### src/rtl/lb_uart_pkg.sv
// Shared definitions for the lb UART receive and transmit cores.
// Holds the bit counter width and the receiver state encoding.
package lb_uart_pkg;

    localparam int BAUD_W = 20;

    typedef enum logic [2:0] {
        IDLE,
        START,
        DATA,
        PARITY,
        STOP,
        BREAK
    } rx_state_t;

endpackage

### src/rtl/lb_sync_2ff.sv
// Two-flop synchronizer for a single asynchronous level.
// Both flops reset to RST_VAL so an idle line stays idle through reset.
module lb_sync_2ff #(
    parameter logic RST_VAL = 1'b1
) (
    input  logic clk,
    input  logic reset,
    input  logic d,
    output logic q
);

    logic meta;

    always_ff @(posedge clk) begin
        if (reset) begin
            meta <= RST_VAL;
            q    <= RST_VAL;
        end else begin
            meta <= d;
            q    <= meta;
        end
    end

endmodule

### src/rtl/lb_uart_rx_core.sv
// UART receiver: mid-bit sampling, 7/8 data bits, optional parity,
// framing/overrun detection and break handling.
module lb_uart_rx_core
    import lb_uart_pkg::*;
(
    input  logic              clk,
    input  logic              reset,
    input  logic              rx,
    input  logic [BAUD_W-1:0] baud_value,
    input  logic              bit8,
    input  logic              parity_en,
    input  logic              odd_n_even,
    input  logic              rd,
    output logic [7:0]        data,
    output logic              rx_rdy,
    output logic              parity_err,
    output logic              frame_err,
    output logic              overrun_err
);

    logic              rx_s;
    rx_state_t         state;
    rx_state_t         state_n;
    logic [BAUD_W-1:0] cnt;
    logic [BAUD_W-1:0] cnt_n;
    logic [BAUD_W-1:0] half_baud;
    logic [3:0]        bit_cnt;
    logic [3:0]        bit_cnt_n;
    logic [3:0]        last_bit;
    logic [7:0]        shreg;
    logic              cfg_bit8;
    logic              cfg_par_en;
    logic              cfg_odd;
    logic              par_bad;
    logic              stop_bad;
    logic              done;
    logic              expire;
    logic              start_frame;
    logic              shift_bit;
    logic              take_par;
    logic              take_stop;

    lb_sync_2ff #(
        .RST_VAL(1'b1)
    ) u_sync (
        .clk  (clk),
        .reset(reset),
        .d    (rx),
        .q    (rx_s)
    );

    assign half_baud = {1'b0, baud_value[BAUD_W-1:1]};
    assign expire    = (cnt <= BAUD_W'(1));
    assign last_bit  = cfg_bit8 ? 4'd7 : 4'd6;

    always_ff @(posedge clk) begin
        if (reset) begin
            state   <= IDLE;
            cnt     <= '0;
            bit_cnt <= '0;
        end else begin
            state   <= state_n;
            cnt     <= cnt_n;
            bit_cnt <= bit_cnt_n;
        end
    end

    always_comb begin
        state_n     = state;
        cnt_n       = cnt;
        bit_cnt_n   = bit_cnt;
        start_frame = 1'b0;
        shift_bit   = 1'b0;
        take_par    = 1'b0;
        take_stop   = 1'b0;
        // One sample per bit period; the counter reloads rather than wraps
        if (state != IDLE && state != BREAK) begin
            cnt_n = expire ? baud_value : cnt - BAUD_W'(1);
        end
        unique case (state)
            IDLE: begin
                if (!rx_s) begin
                    state_n     = START;
                    cnt_n       = half_baud;
                    start_frame = 1'b1;
                end
            end
            START: begin
                if (expire) begin
                    if (rx_s) begin
                        state_n = IDLE;
                    end else begin
                        state_n   = DATA;
                        bit_cnt_n = '0;
                    end
                end
            end
            DATA: begin
                if (expire) begin
                    shift_bit = 1'b1;
                    bit_cnt_n = bit_cnt + 4'd1;
                    if (bit_cnt == last_bit) begin
                        state_n = cfg_par_en ? PARITY : STOP;
                    end
                end
            end
            PARITY: begin
                if (expire) begin
                    take_par = 1'b1;
                    state_n  = STOP;
                end
            end
            STOP: begin
                if (expire) begin
                    take_stop = 1'b1;
                    state_n   = rx_s ? IDLE : BREAK;
                end
            end
            BREAK: begin
                if (rx_s) begin
                    state_n = IDLE;
                end
            end
            default: state_n = IDLE;
        endcase
    end

    always_ff @(posedge clk) begin
        if (reset) begin
            shreg       <= '0;
            cfg_bit8    <= 1'b0;
            cfg_par_en  <= 1'b0;
            cfg_odd     <= 1'b0;
            par_bad     <= 1'b0;
            stop_bad    <= 1'b0;
            done        <= 1'b0;
            data        <= '0;
            rx_rdy      <= 1'b0;
            parity_err  <= 1'b0;
            frame_err   <= 1'b0;
            overrun_err <= 1'b0;
        end else begin
            done <= take_stop;
            if (start_frame) begin
                shreg      <= '0;
                cfg_bit8   <= bit8;
                cfg_par_en <= parity_en;
                cfg_odd    <= odd_n_even;
                par_bad    <= 1'b0;
            end
            if (shift_bit) begin
                shreg <= {rx_s, shreg[7:1]};
            end
            if (take_par) begin
                par_bad <= ((^shreg) ^ rx_s) != cfg_odd;
            end
            if (take_stop) begin
                stop_bad <= !rx_s;
            end
            // A 7-bit word ends up in shreg[7:1]
            if (done) begin
                data        <= cfg_bit8 ? shreg : {1'b0, shreg[7:1]};
                parity_err  <= cfg_par_en & par_bad;
                frame_err   <= stop_bad;
                rx_rdy      <= 1'b1;
                overrun_err <= rx_rdy & !rd;
            end else if (rd) begin
                rx_rdy      <= 1'b0;
                overrun_err <= 1'b0;
            end
        end
    end

endmodule

### config.mk
export PLATFORM = sky130hd
export DESIGN_NAME = lb_uart_rx_core
export DESIGN_NICKNAME = d
export VERILOG_FILES = /design/src/rtl/lb_uart_pkg.sv /design/src/rtl/lb_sync_2ff.sv /design/src/rtl/lb_uart_rx_core.sv
export SDC_FILE = /design/constraint.sdc
export NUM_CORES = 1
export LEC_CHECK = 0
export BUFFER_PORTS_ARGS = -buffer_cell sky130_fd_sc_hd__buf_2
export CORE_MARGIN = 3
export CORE_UTILIZATION = 40
export CTS_CLUSTER_DIAMETER = 150
export CTS_CLUSTER_SIZE = 20
export DETAILED_ROUTE_END_ITERATION = 10
export PLACE_DENSITY = 0.69
export RECOVER_POWER = 25
export SETUP_SLACK_MARGIN = 0.4
export SYNTH_ARGS = -nofsm -noshare
export SYNTH_HDL_FRONTEND = slang
export SYNTH_SLANG_ARGS = --single-unit
### constraint.sdc
create_clock -name clk -period 5.25 [get_ports clk]
set_clock_uncertainty 0.2 [all_clocks]
set_input_delay 0 -clock clk [delete_from_list [all_inputs] [get_ports clk]]
set_output_delay 0 -clock clk [all_outputs]
set_load 0.05 [all_outputs]
==> run summary <==
status -> complete, no violations
net switching power -> 896 uW
# setup viols final -> 0
CORE AREA -> 0.00777 sq mm
largest net degree at the start of global routing -> 45
Post-route DRC -> 0
nets -> 465
worst setup path class -> flop to flop
Rows -> 32
CP max FO -> 29
ANT cells -> 0
initial antenna violation count -> 0
flops & latches, synth -> 55
initial DRC count -> 309
postcts setup bufs -> 0
Via density -> 5.68
Die Wd -> 95.5 um
TritonCTS Buffers -> 5
Avg WL per Cell -> 15.1 um
main combinational cell family by area after synthesis -> simple AND/OR/NAND/NOR gates
R2R cell count -> 6
clk buf depth -> 2
overall routed net length -> 8.12 mm
Root Driver -> clkbuf_8
first-pass GRT wire length -> 13.3 mm
Critical R2R Launch -> state[0]
vias in the first global route -> 2747
reg-to-reg slack, setup -> 1.98 ns
Total Routing Usage GR -> 18.1%
Worst Hold Depth -> 4
Crit path required time -> 5.20 ns
ranking of synthesized cells by area -> dfxtp_1, mux2i_1, a21oi_1
Yosys cell types -> 60
sequential power share -> 31.3%
fin util -> 48.6%
die area -> 0.00912 sq mm
Post-Synthesis Cells -> 386
Worst Max-Slew Pin Slew -> 0.999 ns
YS warnings -> 0
WHS Endpoint -> cnt[16]
Post-synth EDFFs -> 0
Mean Syn Cell Area -> 8.30 sq um
Routed Antenna Nets -> 0
multiplexer share of the synthesized area -> 5.35%
Final period util -> 62.4%
Tot Pwr -> 1.92 mW
Synth Area in Compound Gates -> 23.6%
adder-cell share of the synthesized area -> 1.17%
Placer Congestion -> 0.918
clk_lat worst skew -> 0.31 ns
Worst-path clk slew -> 0.11 ns
Worst Hold Class -> input pin to flop
final hold vios -> 0
I/O Buffers -> 38
Synth Area in Simple Gates -> 24.6%
Synth top area share -> 34.4%
Die Y-Extent -> 95.5 um
layout cells sized above 1 -> 13.3%
CP Launch Type -> flop
Achievable Freq -> 0.305 GHz
P_int -> 1.02 mW
max_slew headroom -> 33.4%
hold_sp -> baud_value[16]
post-synthesis async set-or-reset flop share -> 0%
starting density of the core -> 41.2%
XOR/XNOR Fraction of Synth Area -> 5.43%
VDD IR max -> 0.171 mV
minimum clock period -> 3.27 ns
area grow syn2layout -> 17.9%
max cap viols -> 0
RSZ-0062 raised after global routing -> false
Combinational Power Share -> 55.8%
Cell Area, Synth -> 0.00320 sq mm
Ports -> 39
H-tree Lvls -> 2
via count -> 3058
Clock Sinks -> 55
Max Transition Viols Final -> 0
Leakage -> 1.32 nW
DRT Pass-1 Iters -> 4
Seq/Total Area, Yosys -> 34.4%
WP data arrival -> 3.23 ns
cell area power density -> 507 mW/mm^2
worst hold slack -> 0.0427 ns
total grt overflow -> 0
crit end category -> flop
Detailed Place HPWL -> 5.39 mm
CTS tree -> done
Synthesized Nets -> 416
Sw Share -> 46.8%
Total Neg Setup Slack -> 0 ns
post-CTS resize count -> 0
Clock power frac -> 12.9%
post-synth top area cell -> dfxtp_1
RR Endpoint -> cnt[14]
Synth Flop Type -> dfxtp_1
## worst max-delay path, cell delays in order, from the launching register on
cell and delay (ns):
dfxtp_1 0.64, or4_1 0.86, nand3_2 0.42, o22a_1 0.28, o311ai_1 0.07, dlygate4sd3_1 0.59
a31oi_1 0.04
## routing by layer
metal / routed length [um] / GRT usage (%) / part of all wire [%]
met4: 133 / 5.45 / 1.6
met1: 3870 / 26.1 / 48
met3: 455 / 2.84 / 5.6
met5: 0 / 0 / 0
met2: 3660 / 27.6 / 45
## flip-flops by register name, summed over array words and instances, names as in the netlist, 3 cells and up
| signal | flops |
|---|---|
| state | 3 |
| bit_cnt | 4 |
| data | 8 |
| cnt | 20 |
| shreg | 8 |
## layout by cell type, fill, tap and decap left out, types with 5 or more instances in the layout
cell type and n:
a211oi_1 18, nand2_1 27, o21a_1 5, inv_1 7, xnor2_1 16, clkbuf_1 12
nand2b_1 6, nor2_1 33, mux2i_1 16, o21ai_1 5, nand3_1 20, buf_2 26
and3_1 6, nor3_1 11, o21ai_0 22, a21oi_1 29, clkbuf_8 5, nor4_2 5
o211ai_1 7, dfxtp_1 55, dlygate4sd3_1 32
## power groups by stage
stage,registers (mW),clock network [mW],logic [mW]
after floorplan,0.560,0,0.841
after global placement,0.601,0,0.960
after detailed placement,0.606,0,0.976
after CTS,0.596,0.251,1.05
after global routing,0.610,0.266,1.17
final,0.599,0.247,1.07
## cell families after synthesis
logic type / Yosys count
AO/OA/AOI/OAI: 116
XOR/XNOR: 19
adder cells (fa/ha/maj): 3
buffers and inverters: 36
flip-flops: 55
multiplexers: 17
AND/OR/NAND/NOR: 140
## cell usage after synthesis (4+ instances only)
master,instances
a211oi_1,18
a21oi_1,29
a31oi_1,4
and3_1,6
buf_2,6
buf_4,4
clkbuf_1,16
dfxtp_1,55
inv_1,7
mux2i_1,16
nand2_1,27
nand2b_1,6
nand3_1,20
nor2_1,33
nor3_1,11
nor4_2,5
o211ai_1,7
o21a_1,5
o21ai_0,22
o21ai_1,5
o22ai_1,4
xnor2_1,16
## cell type report
class,instances,area (sq um)
Fill cell,758,3990
Multi-Input combinational cell,295,1930
Sequential cell,55,1100
Timing Repair Buffer,71,503
Tap cell,102,128
Clock buffer,5,68.8
Inverter,7,26.3
Clock inverter,3,22.5
## repair_timing
action / in CTS / in global routing
endpoints found under the hold margin: 26 / 0
endpoints found under the setup margin: 0 / 0
hold buffers: 32 / 0
## worst max path at each step
stage | end | depth (start not counted) | start | slack, ns
after global placement | cnt[14] | 5 | cnt[8] | 2.63
after detailed placement | cnt[14] | 5 | state[0] | 2.54
after floorplan | cnt[8] | 7 | cnt[0] | 3.09
final | cnt[14] | 6 | state[0] | 1.98
after global routing | cnt[14] | 6 | state[0] | 1.76
after CTS | cnt[14] | 6 | state[0] | 1.97
## per-stage QoR
step | cell area [sq um] | std cells | setup WS, ns
after floorplan | 3200 | 386 | 3.09
after global placement | 3380 | 498 | 2.63
after detailed placement | 3380 | 498 | 2.54
after CTS | 3790 | 538 | 1.97
after global routing | 3780 | 538 | 1.76
final | 3780 | 538 | 1.98
Note: power is estimated with default switching activity, not from simulation.
